`config.mk`:
```
export PLATFORM = sky130hd
export DESIGN_NAME = adc_framer_flat
export DESIGN_NICKNAME = d
export VERILOG_FILES = /design/src/rtl/adc_framer_if.sv /design/src/rtl/adc_framer.sv /design/src/flat_wrapper.sv
export SDC_FILE = /design/constraint.sdc
export NUM_CORES = 1
export LEC_CHECK = 0
export ABC_AREA = 0
export CORE_MARGIN = 1.5
export CORE_UTILIZATION = 62
export DETAILED_ROUTE_END_ITERATION = 6
export HOLD_SLACK_MARGIN = 0.05
export PLACE_DENSITY_LB_ADDON = 0.3
export SKIP_CTS_REPAIR_TIMING = 1
export SYNTH_ARGS = -nofsm -noshare
export SYNTH_HDL_FRONTEND = slang
export SYNTH_SLANG_ARGS = --single-unit
```
`constraint.sdc`:
```
create_clock -name clk50 -period 8.3 [get_ports clk50]
set_input_delay 1.66 -clock clk50 [delete_from_list [all_inputs] [get_ports clk50]]
set_output_delay 1.66 -clock clk50 [all_outputs]
set_load 0.1 [all_outputs]
```
`src/rtl/adc_framer_if.sv`:
```
// FIFO-side bus of the ADC framer: data word, write strobe and almost-full back-pressure.
interface adc_framer_if #(
  parameter int unsigned W = 40
) ();
  logic [W-1:0] odata;
  logic         wren;
  logic         afull;

  modport master (output odata, output wren, input afull);
  modport slave  (input odata, input wren, output afull);
endinterface

```
`src/rtl/adc_framer.sv`:
```
// ADC sample framer: decimates (drop or peak-hold), packs SPW samples per word,
// prefixes each frame with a header and drops whole words under FIFO back-pressure.
module adc_framer #(
  parameter int unsigned SW        = 10,
  parameter int unsigned SPW       = 4,
  parameter int unsigned DECIM_W   = 8,
  parameter int unsigned FRAME_LEN = 256,
  parameter logic [7:0]  MARKER    = 8'hA5
) (
  input  logic               clk50,
  input  logic               reset_n,
  input  logic               en,
  input  logic               mode,
  input  logic [DECIM_W-1:0] decim,
  input  logic [SW-1:0]      adpin,
  input  logic               adcovr,
  adc_framer_if.master       fifo,
  output logic [15:0]        seq,
  output logic               busy
);

  localparam int unsigned W   = SW * SPW;
  localparam int unsigned DRW = W - 25;
  localparam int unsigned LW  = (SPW > 1) ? $clog2(SPW) : 1;
  localparam int unsigned WCW = $clog2(FRAME_LEN + 1);

  typedef enum logic [1:0] {IDLE, HDR, DATA} state_t;

  state_t             r_state;
  logic [SW-1:0]      r_adpin;
  logic               r_adcovr;
  logic               r_vld;
  logic [DECIM_W-1:0] r_decim;
  logic               r_mode;
  logic [DECIM_W-1:0] r_dcnt;
  logic [SW-1:0]      r_max;
  logic [LW-1:0]      r_lane;
  logic [W-1:0]       r_word;
  logic [WCW-1:0]     r_wcnt;
  logic               r_ovr;
  logic [DRW-1:0]     r_drop;
  logic [15:0]        r_seq;
  logic [W-1:0]       r_odata;
  logic               r_wren;

  logic               w_consume;
  logic               w_win_start;
  logic               w_win_end;
  logic [SW-1:0]      w_peak;
  logic               w_keep;
  logic [SW-1:0]      w_kept_val;
  logic               w_full;
  logic [W-1:0]       w_word;
  logic [W-1:0]       w_hdr;
  logic [DRW-1:0]     w_drop_inc;

  // Window tracking and lane insertion for the sample currently in the input register.
  always_comb begin
    w_consume   = (r_state == DATA) && r_vld;
    w_win_start = (r_dcnt == '0);
    w_win_end   = (r_dcnt == r_decim);
    w_peak      = w_win_start ? r_adpin : ((r_adpin > r_max) ? r_adpin : r_max);
    w_keep      = w_consume && (r_mode ? w_win_end : w_win_start);
    w_kept_val  = r_mode ? w_peak : r_adpin;
    w_full      = w_keep && (r_lane == LW'(SPW - 1));
    w_word      = r_word;
    w_word[SW * 32'(r_lane) +: SW] = w_kept_val;
    w_hdr       = {MARKER, r_seq, r_ovr, r_drop};
    w_drop_inc  = (r_drop == '1) ? r_drop : r_drop + DRW'(1);
  end

  // Input stage; r_vld marks samples that arrived while capturing data.
  always_ff @(posedge clk50 or negedge reset_n) begin
    if (!reset_n) begin
      r_adpin  <= '0;
      r_adcovr <= 1'b0;
      r_vld    <= 1'b0;
    end else begin
      r_adpin  <= adpin;
      r_adcovr <= adcovr;
      r_vld    <= (r_state == DATA);
    end
  end

  // Framing FSM with registered FIFO outputs and frame statistics.
  always_ff @(posedge clk50 or negedge reset_n) begin
    if (!reset_n) begin
      r_state <= IDLE;
      r_decim <= '0;
      r_mode  <= 1'b0;
      r_dcnt  <= '0;
      r_max   <= '0;
      r_lane  <= '0;
      r_word  <= '0;
      r_wcnt  <= '0;
      r_ovr   <= 1'b0;
      r_drop  <= '0;
      r_seq   <= '0;
      r_odata <= '0;
      r_wren  <= 1'b0;
    end else begin
      r_wren <= 1'b0;
      case (r_state)
        IDLE: begin
          if (en) begin
            r_state <= HDR;
            r_decim <= decim;
            r_mode  <= mode;
          end
        end
        HDR: begin
          if (!en) begin
            r_state <= IDLE;
          end else if (!fifo.afull) begin
            r_odata <= w_hdr;
            r_wren  <= 1'b1;
            r_ovr   <= 1'b0;
            r_drop  <= '0;
            r_decim <= decim;
            r_mode  <= mode;
            r_dcnt  <= '0;
            r_lane  <= '0;
            r_word  <= '0;
            r_wcnt  <= '0;
            r_state <= DATA;
          end
        end
        DATA: begin
          if (!en) begin
            r_state <= IDLE;
          end else if (w_consume) begin
            r_dcnt <= w_win_end ? '0 : r_dcnt + DECIM_W'(1);
            r_max  <= w_peak;
            if (r_adcovr) begin
              r_ovr <= 1'b1;
            end
            if (w_full) begin
              if (!fifo.afull) begin
                r_odata <= w_word;
                r_wren  <= 1'b1;
              end else begin
                r_drop <= w_drop_inc;
              end
              r_lane <= '0;
              r_word <= '0;
              if (r_wcnt == WCW'(FRAME_LEN - 1)) begin
                r_wcnt  <= '0;
                r_seq   <= r_seq + 16'd1;
                r_state <= HDR;
              end else begin
                r_wcnt <= r_wcnt + WCW'(1);
              end
            end else if (w_keep) begin
              r_word <= w_word;
              r_lane <= r_lane + LW'(1);
            end
          end
        end
        default: r_state <= IDLE;
      endcase
    end
  end

  assign fifo.odata = r_odata;
  assign fifo.wren  = r_wren;
  assign seq        = r_seq;
  assign busy       = (r_state != IDLE);

endmodule

```
`src/flat_wrapper.sv`:
```
// flat-port wrapper written by rule: the top's interface ports become plain ports
module adc_framer_flat 
#(
  parameter int unsigned SW        = 10,
  parameter int unsigned SPW       = 4,
  parameter int unsigned DECIM_W   = 8,
  parameter int unsigned FRAME_LEN = 256,
  parameter logic [7:0]  MARKER    = 8'hA5
)
  (clk50, reset_n, en, mode, decim, adpin, adcovr, seq, busy, fifo_odata, fifo_wren, fifo_afull);
  adc_framer_if #(.W(40)) fifo_i ();
  input  logic clk50;
  input  logic reset_n;
  input  logic en;
  input  logic mode;
  input  logic [DECIM_W-1:0] decim;
  input  logic [SW-1:0] adpin;
  input  logic adcovr;
  output logic [15:0] seq;
  output logic busy;
  output wire logic [$bits(fifo_i.odata)-1:0] fifo_odata;
  output wire logic [$bits(fifo_i.wren)-1:0] fifo_wren;
  input wire logic [$bits(fifo_i.afull)-1:0] fifo_afull;
  assign fifo_odata = fifo_i.odata;
  assign fifo_wren = fifo_i.wren;
  assign fifo_i.afull = fifo_afull;
  adc_framer #(.SW(SW), .SPW(SPW), .DECIM_W(DECIM_W), .FRAME_LEN(FRAME_LEN), .MARKER(MARKER)) u_core (.clk50(clk50), .reset_n(reset_n), .en(en), .mode(mode), .decim(decim), .adpin(adpin), .adcovr(adcovr), .fifo(fifo_i), .seq(seq), .busy(busy));
endmodule
```
Yosys cells after proc, flatten, opt, wreduce, memory -nomap -nowiden
Index checks and enable logic that the tools add are counted.
{ "totals": {"regBits": 165, "elab_cells": 140} }
{ "op_classes": {"n_addsub": 6, "n_mul": 1, "magnitude_cmp": 1, "n_eq_ne": 21, "shift": 2, "n_mux": 75, "n_reduce_logical": 18} }
{ "ops": {"columns": ["op", "count"], "rows": [
  ["40-bit 2-to-1 mux", 12],
  ["40-bit case mux with 2 select lines", 2],
  ["15-bit 2-to-1 mux", 7],
  ["8-bit 2-to-1 mux", 8],
  ["9-bit 2-to-1 mux", 6],
  ["40-bit bitwise mux", 1],
  ["10-bit by 34-bit variable shift with 40-bit output (first input constant)", 1],
  ["10-bit by 34-bit indexed part select with 40-bit output", 1],
  ["6-bit negation with 34-bit output", 1],
  ["8-bit case mux with 2 select lines", 2],
  ["10-bit 2-to-1 mux", 3],
  ["15-bit case mux with 2 select lines", 1],
  ["2-bit 2-to-1 mux", 13],
  ["9-bit case mux with 2 select lines", 1],
  ["6-bit AND reduction", 3],
  ["16-bit by 1-bit adder with 16-bit output (second input constant)", 1],
  ["15-bit by 1-bit adder with 15-bit output (second input constant)", 1],
  ["15-bit == test (second input constant)", 1],
  ["5-bit AND reduction", 3],
  ["1-bit 2-to-1 mux", 14],
  ["2-bit != test (second input constant)", 7],
  ["10-bit > comparator", 1],
  ["9-bit by 1-bit adder with 9-bit output (second input constant)", 1],
  ["9-bit by 8-bit == test with 1-bit output (second input constant)", 1],
  ["21 further kinds", 32]
]} }

Depth between registers and ports, before layout
Gate-level depths: netlist (run 1).
{ "logic_depth": {"ltp_word": 11, "ltp_mapped": 13} }

Worst setup path before layout (run 1)
Ideal clock, no wire load.
{ "synth_timing": {"path_type": "in2reg", "startpoint": "in fifo_afull", "endpoint": "reg u_core.r_odata[39], in the netlist u_core.fifo.odata[39]", "setup_time_ns": 0.120, "arrival_time_ns": 3.408, "required_time_ns": 8.180, "path_slack_ns": 4.771, "cell_stages": 9, "path_buffers": 3, "path_cell_list": "clkbuf_1 nand2_1 nand2_1 or3_1 clkbuf_1 o31ai_4 clkbuf_1 o211ai_1 o21a_1"} }
{ "synth_via": {"elab_chain_len": 2} }
{ "synth_rtl": {"columns": ["element", "line_no", "source"], "rows": [
  ["from (decl)", "flat_wrapper.sv:23", "input wire logic [$bits(fifo_i.afull)-1:0] fifo_afull;"],
  ["2-bit != test (no line)", null, null],
  ["7-bit AND reduction (no line) (*)", null, null],
  ["to (signal assigned)", "adc_framer.sv:115", "r_odata <= w_hdr;"],
  ["to (signal assigned)", "adc_framer.sv:139", "r_odata <= w_word;"],
  ["to (decl)", "adc_framer.sv:43", "logic [W-1:0] r_odata;"]
]} }
Mark *: on every way between the ends. The rest lies on a longest branch, timed or not.
A chain may end at the register's enable or synchronous reset.

Worst setup path after layout (run 1)
{ "layout_timing": {"startpoint": "in fifo_afull", "endpoint": "reg u_core.r_odata[20], in the netlist u_core.fifo.odata[20]"} }
Same word-level chain as after synthesis.

==> metrics.cfg, run 1 <==
[final_layout]
final_nets = 975
fill_cells = 917
multi_input_area_sq_um = 4120
ff_latch_area_sq_um = 3980
drive_above_1_share_pct = 8.32
areaGrowthSynthToFinish_pct = 18.5
diodes = 0

[global_route]
grt_pass1_wl_mm = 38.2
grt_max_degree = 98
grtUsageTotal_pct = 34.6
overflow = 0
grt_pass1_vias = 7230
antenna_found_initial = 0

[synth]
syn_area_per_cell_sq_um = 9.75
yosys.area.top_type = dfrtp_1
ys_ff_latch = 159
synthTopCellsByArea = dfrtp_1 (47%), nand2_1 (5.0%), o21ai_0 (4.5%)
synthFlopType = dfrtp_1
yosysWarnings = 0
synth_edf_count = 0
syn_area_sq_um = 8400
synth_cells = 861
netlist.area_leader.share_pct = 47.4
ys_types = 67
ys_seq_area_share_pct = 47.4
syn_nets = 911
async_flop_share_pct = 100

[critical_path]
critical_path_required_ns = 8.67
r2r-end = u_core.fifo.odata[18]
cp-end-kind = flop
arrival_ns = 4.94
r2r_slack_ns = 3.91
cp_slowest_cell = nor3_1
critPathBufInv = 1
r2r_cells = 8
path_cells = clkdlybuf4s50_1 -> nand2_1 -> nand2_1 -> nor3_1 -> nand2_1 -> o31ai_4 -> o21ai_0 -> a21oi_1 -> a21o_1
r2r-start = u_core.r_lane[0]
worst_path_most_repeated_cell = nand2_1
critPathLaunch = fifo_afull
crit_path_start_kind = primary input
critPathTopFamily = simple AND/OR/NAND/NOR gates
crit_type = in -> reg
cp_max_fo = 28
slowest_delay_ns = 0.93

[power_and_ir_drop]
seqPwrFrac_pct = 29.6
pwr-share-comb_pct = 45.1
ir_drop_mv = 0.211
intPower_w = 0.00182
swShare_pct = 46.5
p_per_area_nw_per_um2 = 341
power.share.clock_pct = 25.3
cellLeakagePower_nw = 4.25
total_power_w = 0.00340
p_switching_w = 0.00158

[min_path]
holdPathEnd = u_core.r_word[19]
hold_path_startpoint = u_core.r_word[19]
hold_depth = 2
hold_class = reg -> reg

[timing]
maxSlewHeadroom_pct = 16.9
period_minus_slack_ns = 4.57
timing.fmax_mhz = 219
skew_ns = 0.00585
min_period_over_period_pct = 55.0
tightest_slew_ns = 1.25
setup_viol = 0
hold_viol = 0
fin_tns_setup_ns = 0
hold_ws_ns = 0.478
rsz0062_at_grt = false
final_max_slew_viol_count = 0

[die]
core-area_sq_um = 13200
chipHeight_um = 119
ios = 82
dieArea_sq_um = 14200
rows = 42
start_util_pct = 63.4
dieWidth_um = 119

[placed_design]
io_buffers = 81
dpl.hpwl_mm = 16.1
place_congestion = 0.945

[routing]
wire_per_inst_um = 21.1
via_per_inst = 6.51
drt_pass1_iterations = 7
route.detailed.drc = 2
postRouteAntennaNets = 0
num_vias = 7248
first_iter_violations = 966
routed_wirelength_mm = 23.5

[cts]
cts_tree = done
clk_path_buf_depth = 2
cts_sinks = 159
clock_latency_ns = 0.44
cts-root-buf = clkbuf_16
numCtsBuffers = 17
htreeDepth = 4
path_clk_slew_ns = 0.07

[outcome]
violations = design-rule violations
status = finished with violations

[flow_run]
maxCapViolCount = 0

## Yosys cell counts (4+ instances only)
master     number
o211ai_1        6
o22ai_1        11
or3_1           4
xnor2_1        18
nor4_1          4
a21oi_1        24
a22o_1         18
nor2_1         73
mux2i_1        28
dfrtp_1       159
a32o_1          7
nand2b_1        5
mux4_2          8
o2bb2ai_1       8
a31oi_1         9
o31ai_1         5
a21o_1          6
nand2_1       111
o21ai_0        75
nand4_1         7
nor2b_1         9
a22oi_1         4
inv_1          30
nand3_1        37
and4_1          6
o21ai_1         4
ha_1           26
buf_1           4
nor3_1         14
clkbuf_1       33
clkinv_1        4
and3_1         16
a221oi_1        5
xor2_1         24
mux2_2         14
## power by group through the flow
stage	clock [W]	sequential, W	combinational (W)
global route	0.000894	0.00102	0.00161
finish	0.000859	0.00101	0.00153
global placement	0	0.00101	0.00145
detailed placement	0	0.00101	0.00149
floorplan	0	0.00147	0.000657
CTS	0.000859	0.00100	0.00151
## cell usage in the layout, fill, tap and decap left out, types with 16 or more instances in the layout
cell / count
nand3_1: 37
clkbuf_16: 17
dfrtp_1: 159
a22o_1: 18
xnor2_1: 18
nor2_1: 73
nand2_1: 111
ha_1: 26
inv_1: 30
o21ai_0: 75
xor2_1: 24
and3_1: 16
clkdlybuf4s50_1: 80
a21oi_1: 24
mux2i_1: 28
## registers in the layout, summed over array words and instances (netlist names), 8 cells and up
signal / cells
u_core.r_adpin: 10
u_core.r_wcnt: 9
u_core.r_decim: 8
u_core.fifo.odata: 40
u_core.r_max: 10
u_core.seq: 16
u_core.r_dcnt: 8
u_core.r_word: 34
u_core.r_drop: 15
## worst register-to-register path, delay by kind of cell (launching register included)
kind,cells,cell delay [ns]
adders and majority gates,1,0.95
DFF,1,0.98
and+or+nand+nor,1,0.11
muxes,2,0.53
buffers and inverters,1,0.33
AOI/OAI and AO/OA,3,1.41
## area by class of cell
type                    instances  area share, %
multi-input cells             625           41.4
well taps                     176           2.21
clock inverters                14           2.05
inverters                      36           1.36
clock buffers                  18           4.42
repair buffers                 86           8.54
flip-flops and latches        159           40.0
## metrics by stage
| step | utilization [%] | instance area (sq um) | instances | worst slack, ns |
|---|---|---|---|---|
| after detailed placement | 70.2 | 9300 | 1082 | 3.59 |
| final | 75.1 | 9940 | 1114 | 3.73 |
| after CTS | 75.1 | 9940 | 1114 | 3.93 |
| after global routing | 75.1 | 9940 | 1114 | 3.62 |
| after floorplan | - | 8400 | 861 | 4.77 |
| after global placement | 70.2 | 9300 | 1082 | 3.73 |
## worst max-delay path by stage
stage,to,slack [ns],depth (start not counted)
after detailed placement,u_core.r_wcnt[2],3.59,8
final,u_core.fifo.odata[20],3.73,9
after floorplan,u_core.fifo.odata[39],4.77,9
after global routing,u_core.fifo.odata[18],3.62,8
after CTS,u_core.fifo.odata[20],3.93,9
after global placement,u_core.r_wcnt[6],3.73,8
## layer usage
layer | up-vias | GRT usage (%) | wire, um
met4 | 0 | 12.4 | 564
met5 | - | 0 | 0
met3 | 49 | 6.61 | 1780
li1 | 3207 | - | -
met1 | 3603 | 47.3 | 10000
met2 | 389 | 55.6 | 11200
## cells by family (layout without fill, tap and decap cells)
logic type      count (synthesis)  in the layout  synth area share [%]
simple gates                  299            299                  16.8
compound gates                207            207                  16.4
flops                         159            159                  47.4
buf+inv                        77            154                  3.68
mux                            51             51                  7.50
xor+xnor                       42             42                  4.38
fa+ha+maj                      26             26                  3.87
Note: power is estimated with default switching activity, not from simulation.
==> run 2: changes to the inputs <==
--- a/config.mk
+++ b/config.mk
@@ -7,7 +7,7 @@
 export LEC_CHECK = 0
 export ABC_AREA = 0
 export CORE_MARGIN = 1.5
-export CORE_UTILIZATION = 62
+export CORE_UTILIZATION = 58
 export DETAILED_ROUTE_END_ITERATION = 6
 export HOLD_SLACK_MARGIN = 0.05
 export PLACE_DENSITY_LB_ADDON = 0.3
==> constraint.sdc (replaced) <==
create_clock -name clk50 -period 4.63 [get_ports clk50]
set_input_delay 0.926 -clock clk50 [delete_from_list [all_inputs] [get_ports clk50]]
set_output_delay 0.926 -clock clk50 [all_outputs]
set_load 0.1 [all_outputs]
==> run 2 against run 1 <==
  * The run now ends clean
  * Clock power up 64%
  * Non-clock buffer count increased by 10
  * Critical path depth is 4 higher
  * Clock skew is 0.0040 ns higher
  * Hold slack barely moved
  * Critical path type is now reg -> reg
  * Critical endpoint is now u_core.fifo.odata[33]
  * Largest cell class unchanged
  * Largest power group unchanged
  * Highest routed layer unchanged
==> metrics.cfg, run 2 (synthesis gave the netlist of run 1 again) <==
[outcome]
status = finished clean

[critical_path]
critPathBufInv = 3  ; +2
slowest_delay_ns = 0.51  ; -0.42 ns
path_cells = inv_1 -> ha_1 -> a21o_1 -> a21oi_1 -> a21oi_1 -> o22ai_2 -> buf_4 -> buf_4 -> mux2i_1 -> nor3_1 -> a21oi_1 -> o21ai_0 -> a32o_1
crit_path_start_kind = flop
worst_path_most_repeated_cell = a21oi_1
cp-end-kind = flop
cp_slowest_cell = o22ai_2
critical_path_required_ns = 4.95  ; -3.72 ns
critPathTopFamily = compound AO/OA/AOI/OAI gates
cp_max_fo = 10  ; -64%
arrival_ns = 4.02  ; -0.92 ns
crit_type = reg -> reg

[power_and_ir_drop]
ir_drop_mv = 0.340  ; +62%
cellLeakagePower_nw = 4.29  ; +0.84%
total_power_w = 0.00600  ; +77%
p_per_area_nw_per_um2 = 601  ; +76%

[final_layout]
areaGrowthSynthToFinish_pct = 18.9
diodes = 0  ; unchanged
fill_cells = 1072  ; +17%
final_cell_mix = dfrtp_1 (159), nand2_1 (111), clkdlybuf4s50_1 (80), o21ai_0 (75), nor2_1 (73)
final_common_cell = dfrtp_1
drive_above_1_share_pct = 8.68  ; +0.36 points
final_nets = 985  ; +1.0%
largest_reg_flops = 40  ; unchanged

[routing]
wire_per_inst_um = 19.8  ; -6.0%
routed_wirelength_mm = 22.3  ; -5.1%
drt_pass1_iterations = 5  ; -2
route.detailed.drc = 0  ; -2
first_iter_violations = 899  ; -6.9%
num_vias = 7192  ; -0.77%
via_per_inst = 6.39  ; -1.7%
postRouteAntennaNets = 0  ; unchanged

[die]
core-area_sq_um = 14000  ; +5.6%
rows = 43  ; +2.4%
ios = 82  ; unchanged
start_util_pct = 60.0  ; -3.4 points
chipHeight_um = 123  ; +3.3%
dieWidth_um = 123  ; +3.3%
dieArea_sq_um = 15200  ; +6.7%

[global_route]
grt_pass1_wl_mm = 36.3  ; -4.8%
grt_max_degree = 106  ; +8.2%
grtUsageTotal_pct = 31.5  ; -3.1 points
antenna_found_initial = 0  ; unchanged
overflow = 0  ; unchanged
grt_pass1_vias = 6928  ; -4.2%

[timing]
hold_viol = 0  ; unchanged
fin_tns_setup_ns = 0  ; unchanged
min_period_over_period_pct = 80.0
final_max_slew_viol_count = 0  ; unchanged
tightest_slew_ns = 1.00  ; -0.244 ns
setup_viol = 0  ; unchanged
skew_ns = 0.00982  ; +0.00397 ns
rsz0062_at_grt = false
maxSlewHeadroom_pct = 33.0  ; +16 points
period_minus_slack_ns = 3.71
timing.fmax_mhz = 270

[min_path]
hold_class = reg -> reg

[cts]
clock_latency_ns = 0.43  ; about the same
cts-root-buf = clkbuf_16
path_clk_slew_ns = 0.06  ; about the same
cts_sinks = 159  ; unchanged
cts_tree = done
htreeDepth = 4  ; unchanged
clk_path_buf_depth = 2  ; unchanged
numCtsBuffers = 17  ; unchanged

[placed_design]
io_buffers = 81  ; unchanged
place_congestion = 0.949  ; +0.39%
dpl.hpwl_mm = 15.6  ; -3.4%

[flow_run]
maxCapViolCount = 0  ; unchanged

==> run 2: cell count changes in the layout (fill, tap and decap cells not counted), sizes merged <==
| cell | previous run | this run |
|---|---|---|
| bufinv | 4 | 3 |
| inv | 37 | 32 |
| buf | 6 | 16 |
| clkbuf | 18 | 23 |
| clkinvlp | 2 | 0 |
==> run 2: path summary, 6_finish.rpt <==
check,startpoint,cells past startpoint,slack [ns],end
max,u_core.r_max[8],13,0.92,u_core.fifo.odata[33]
min,u_core.r_word[25],2,0.48,u_core.r_word[25]
max reg2reg,u_core.r_max[8],13,0.92,u_core.fifo.odata[33]
min reg2reg,u_core.r_word[25],2,0.48,u_core.r_word[25]
max in group asynchronous,reset_n,2,3.18,u_core.fifo.odata[14]
min in group asynchronous,reset_n,1,0.62,u_core.seq[14]
==> run 2: cell type report <==
type	count	area, sq um	share of cell area, %
clock buffer	23	478	4.79
clock inverter	6	109	1.09
inverter	36	135	1.35
multi-input combinational	625	4120	41.3
sequential	159	3980	39.9
tap	180	225	2.26
timing repair buffer	96	937	9.39
==> run 2: through the flow <==
step,std cells,hold slack (ns),worst slack (ns),area [sq um],util (%)
floorplan,861,0.439,1.70,8400,-
global placement,1096,0.455,1.06,9390,67.2
detailed placement,1096,0.465,1.04,9390,67.2
CTS,1125,0.478,1.02,9980,71.4
global route,1125,0.493,0.685,9980,71.4
finish,1125,0.477,0.924,9980,71.4
==> run 2: layer usage <==
metal | vias to the layer above | GRT usage [%] | share of wire, %
met1 | 3514 | 43.2 | 42
li1 | 3234 | - | -
met4 | 0 | 11.5 | 2.7
met3 | 58 | 8.30 | 9.0
met2 | 386 | 48.4 | 46
met5 | - | 0 | 0
==> run 2: worst min-delay path, stage by stage, from the launching register on <==
cell and delay [ns]:
dfrtp_1 0.35, nand2_1 0.05, nand2_1 0.05
==> run 2: where the power goes <==
part           internal (W)  total [W]  switching, W
clock network      0.000881    0.00141      0.000533
registers           0.00162    0.00180      0.000183
logic              0.000751    0.00278       0.00203
total               0.00325    0.00600       0.00274
==> run 3: changes to the inputs <==
--- a/config.mk
+++ b/config.mk
@@ -7,7 +7,7 @@
 export LEC_CHECK = 0
 export ABC_AREA = 0
 export CORE_MARGIN = 1.5
-export CORE_UTILIZATION = 58
+export CORE_UTILIZATION = 52
 export DETAILED_ROUTE_END_ITERATION = 6
 export HOLD_SLACK_MARGIN = 0.05
 export PLACE_DENSITY_LB_ADDON = 0.3
==> constraint.sdc (replaced) <==
create_clock -name clk50 -period 3.2 [get_ports clk50]
set_input_delay 0.64 -clock clk50 [delete_from_list [all_inputs] [get_ports clk50]]
set_output_delay 0.64 -clock clk50 [all_outputs]
set_load 0.1 [all_outputs]
==> run 3 against run 2 <==
  * The run now ends with design-rule violations left
  * Power increased by 50%
  * Sequential share of layout area decreased by 2.2 points
  * Wire length decreased by 0.40%
  * Final area rose by 5.9%
  * Clock power up 40%
  * Flip-flop and latch count is the same
  * Non-clock buffer count up 74
  * Count of clock-buffer cells in the layout is 5 lower
  * Die area is 11% higher
  * Critical path type unchanged
  * Largest power group unchanged
  * Highest routed layer unchanged
==> metrics.cfg, run 3 (synthesis gave the netlist of run 1 again) <==
[die]
rows = 46  ; +7.0%
core-area_sq_um = 15800  ; +13%
ios = 82  ; unchanged
start_util_pct = 53.0  ; -7.0 points
dieArea_sq_um = 16900  ; +11%
chipHeight_um = 130  ; +5.5%
dieWidth_um = 130  ; +5.5%

[final_layout]
final_common_cell = dfrtp_1
multi_input_area_sq_um = 4230  ; +2.8%
areaGrowthSynthToFinish_pct = 25.9
final_cell_mix = dfrtp_1 (159), buf_4 (143), nand2_1 (111), o21ai_0 (75), nor2_1 (72)
ff_latch_area_sq_um = 3980  ; unchanged
largest_reg_flops = 40  ; unchanged
final_cell_count_no_fill = 1238  ; +10%
fill_cells = 1235  ; +15%
final_nets = 1059  ; +7.5%
diodes = 0  ; unchanged
drive_above_1_share_pct = 23.1  ; +14 points

[routing]
via_per_inst = 5.87  ; -8.1%
first_iter_violations = 617  ; -31%
routed_wirelength_mm = 22.2  ; -0.40%
drt_pass1_iterations = 7  ; +2
num_vias = 7273  ; +1.1%
postRouteAntennaNets = 0  ; unchanged
wire_per_inst_um = 18.0  ; -9.5%
route.detailed.drc = 11  ; +11

[global_route]
antenna_found_initial = 0  ; unchanged
grtUsageTotal_pct = 27.8  ; -3.7 points
grt_max_degree = 59  ; -44%
grt_pass1_wl_mm = 35.9  ; -1.1%
overflow = 0  ; unchanged
grt_pass1_vias = 6814  ; -1.6%

[min_path]
hold_class = in -> async

[timing]
setup_slack_ns = 0.0983  ; -0.826 ns
setup_viol = 0  ; unchanged
skew_ns = 0.00904  ; -0.000778 ns
hold_viol = 0  ; unchanged
timing.fmax_mhz = 322  ; +19%
min_period_over_period_pct = 96.9  ; +17 points
hold_ws_ns = 0.112  ; -0.366 ns
period_minus_slack_ns = 3.10  ; -0.604 ns
final_max_slew_viol_count = 0  ; unchanged
maxSlewHeadroom_pct = 62.6  ; +30 points
tightest_slew_ns = 0.559  ; -0.444 ns
fin_tns_setup_ns = 0  ; unchanged

[placed_design]
place_inst = 1196  ; +9.1%
dp_slack_ns = -0.145  ; -1.18 ns
dpl.hpwl_mm = 16.3  ; +4.9%
io_buffers = 81  ; unchanged
place_congestion = 0.970  ; +2.2%

[power_and_ir_drop]
ir_drop_mv = 0.663  ; +95%
p_per_area_nw_per_um2 = 850  ; +41%
cellLeakagePower_nw = 4.74  ; +11%

[cts]
path_clk_slew_ns = 0.06  ; about the same
clk_path_buf_depth = 2  ; unchanged
clock_latency_ns = 0.44  ; about the same
cts-root-buf = clkbuf_16
numCtsBuffers = 17  ; unchanged
cts_sinks = 159  ; unchanged
htreeDepth = 4  ; unchanged
cts_tree = done

[outcome]
violations = design-rule violations
status = finished with violations

[critical_path]
arrival_ns = 3.43  ; -0.59 ns
critical_path_required_ns = 3.53  ; -1.42 ns
crit_type = reg -> reg
cp-end-kind = flop
crit_path_start_kind = flop
cp_max_fo = 8  ; -2

[flow_run]
maxCapViolCount = 0  ; unchanged

==> run 3: cell count changes in the layout (fill, tap and decap cells not counted), moves of 3 or more <==
cell             previous run  this run
inv_6                       0         5
buf_4                      14       143
clkinvlp_4                  0         3
mux2i_1                    28        25
a21oi_2                     0         3
clkdlybuf4s50_1            80        22
a21oi_1                    24        20
clkbuf_1                    3         0
==> run 3: worst max-delay path: stages (launching register included) <==
cell	delay, ns
dfrtp_1	0.35
inv_1	0.05
ha_1	0.30
nand3_1	0.14
buf_4	0.18
a211o_1	0.24
a21oi_2	0.21
o22ai_4	0.15
buf_4	0.16
mux4_2	0.47
and3_1	0.22
a211oi_2	0.13
buf_4	0.16
a21oi_1	0.06
a21o_1	0.17
==> run 3: layout make-up <==
class                   instances  area share (%)
flip-flops and latches        159            37.7
multi-input cells             625            40.1
well taps                     216            2.56
clock inverters                14            1.26
clock buffers                  18            4.16
inverters                      36            1.28
repair buffers                170            13.0
==> run 3: routing by layer <==
metal	GRT usage (%)	share of wire, %
met4	10.6	2.0
met5	0	0
met1	39.2	45
met3	6.19	7.1
met2	42.1	46
==> run 3: report_power, final <==
| group | switching [W] | internal [W] |
|---|---|---|
| registers | 0.000229 | 0.00234 |
| logic | 0.00307 | 0.00137 |
| clock network | 0.000865 | 0.00110 |
| total | 0.00417 | 0.00481 |
==> run 3: path summary, 6_finish.rpt <==
| path | from | end | slack [ns] | depth (start not counted) |
|---|---|---|---|---|
| hold / removal | reset_n | u_core.seq[12] | 0.11 | 1 |
| max in group asynchronous | reset_n | u_core.r_max[0] | 2.30 | 2 |
| hold reg to reg | u_core.r_word[25] | u_core.r_word[25] | 0.47 | 2 |
| setup / recovery | u_core.r_max[8] | u_core.fifo.odata[21] | 0.1 | 14 |
| setup reg to reg | u_core.r_max[8] | u_core.fifo.odata[21] | 0.1 | 14 |
| min in group clk50 | u_core.r_word[25] | u_core.r_word[25] | 0.47 | 2 |
==> run 3: per-stage QoR <==
stage | util [%] | power (W) | area, sq um
4_1_cts | 65.4 | 0.00879 | 10400
3_5_place_dp | 61.8 | 0.00682 | 9790
3_3_place_gp | 61.8 | 0.00677 | 9790
2_1_floorplan | - | 0.00551 | 8400
6_report | 66.8 | 0.00898 | 10600
5_1_grt | 66.8 | 0.00942 | 10600
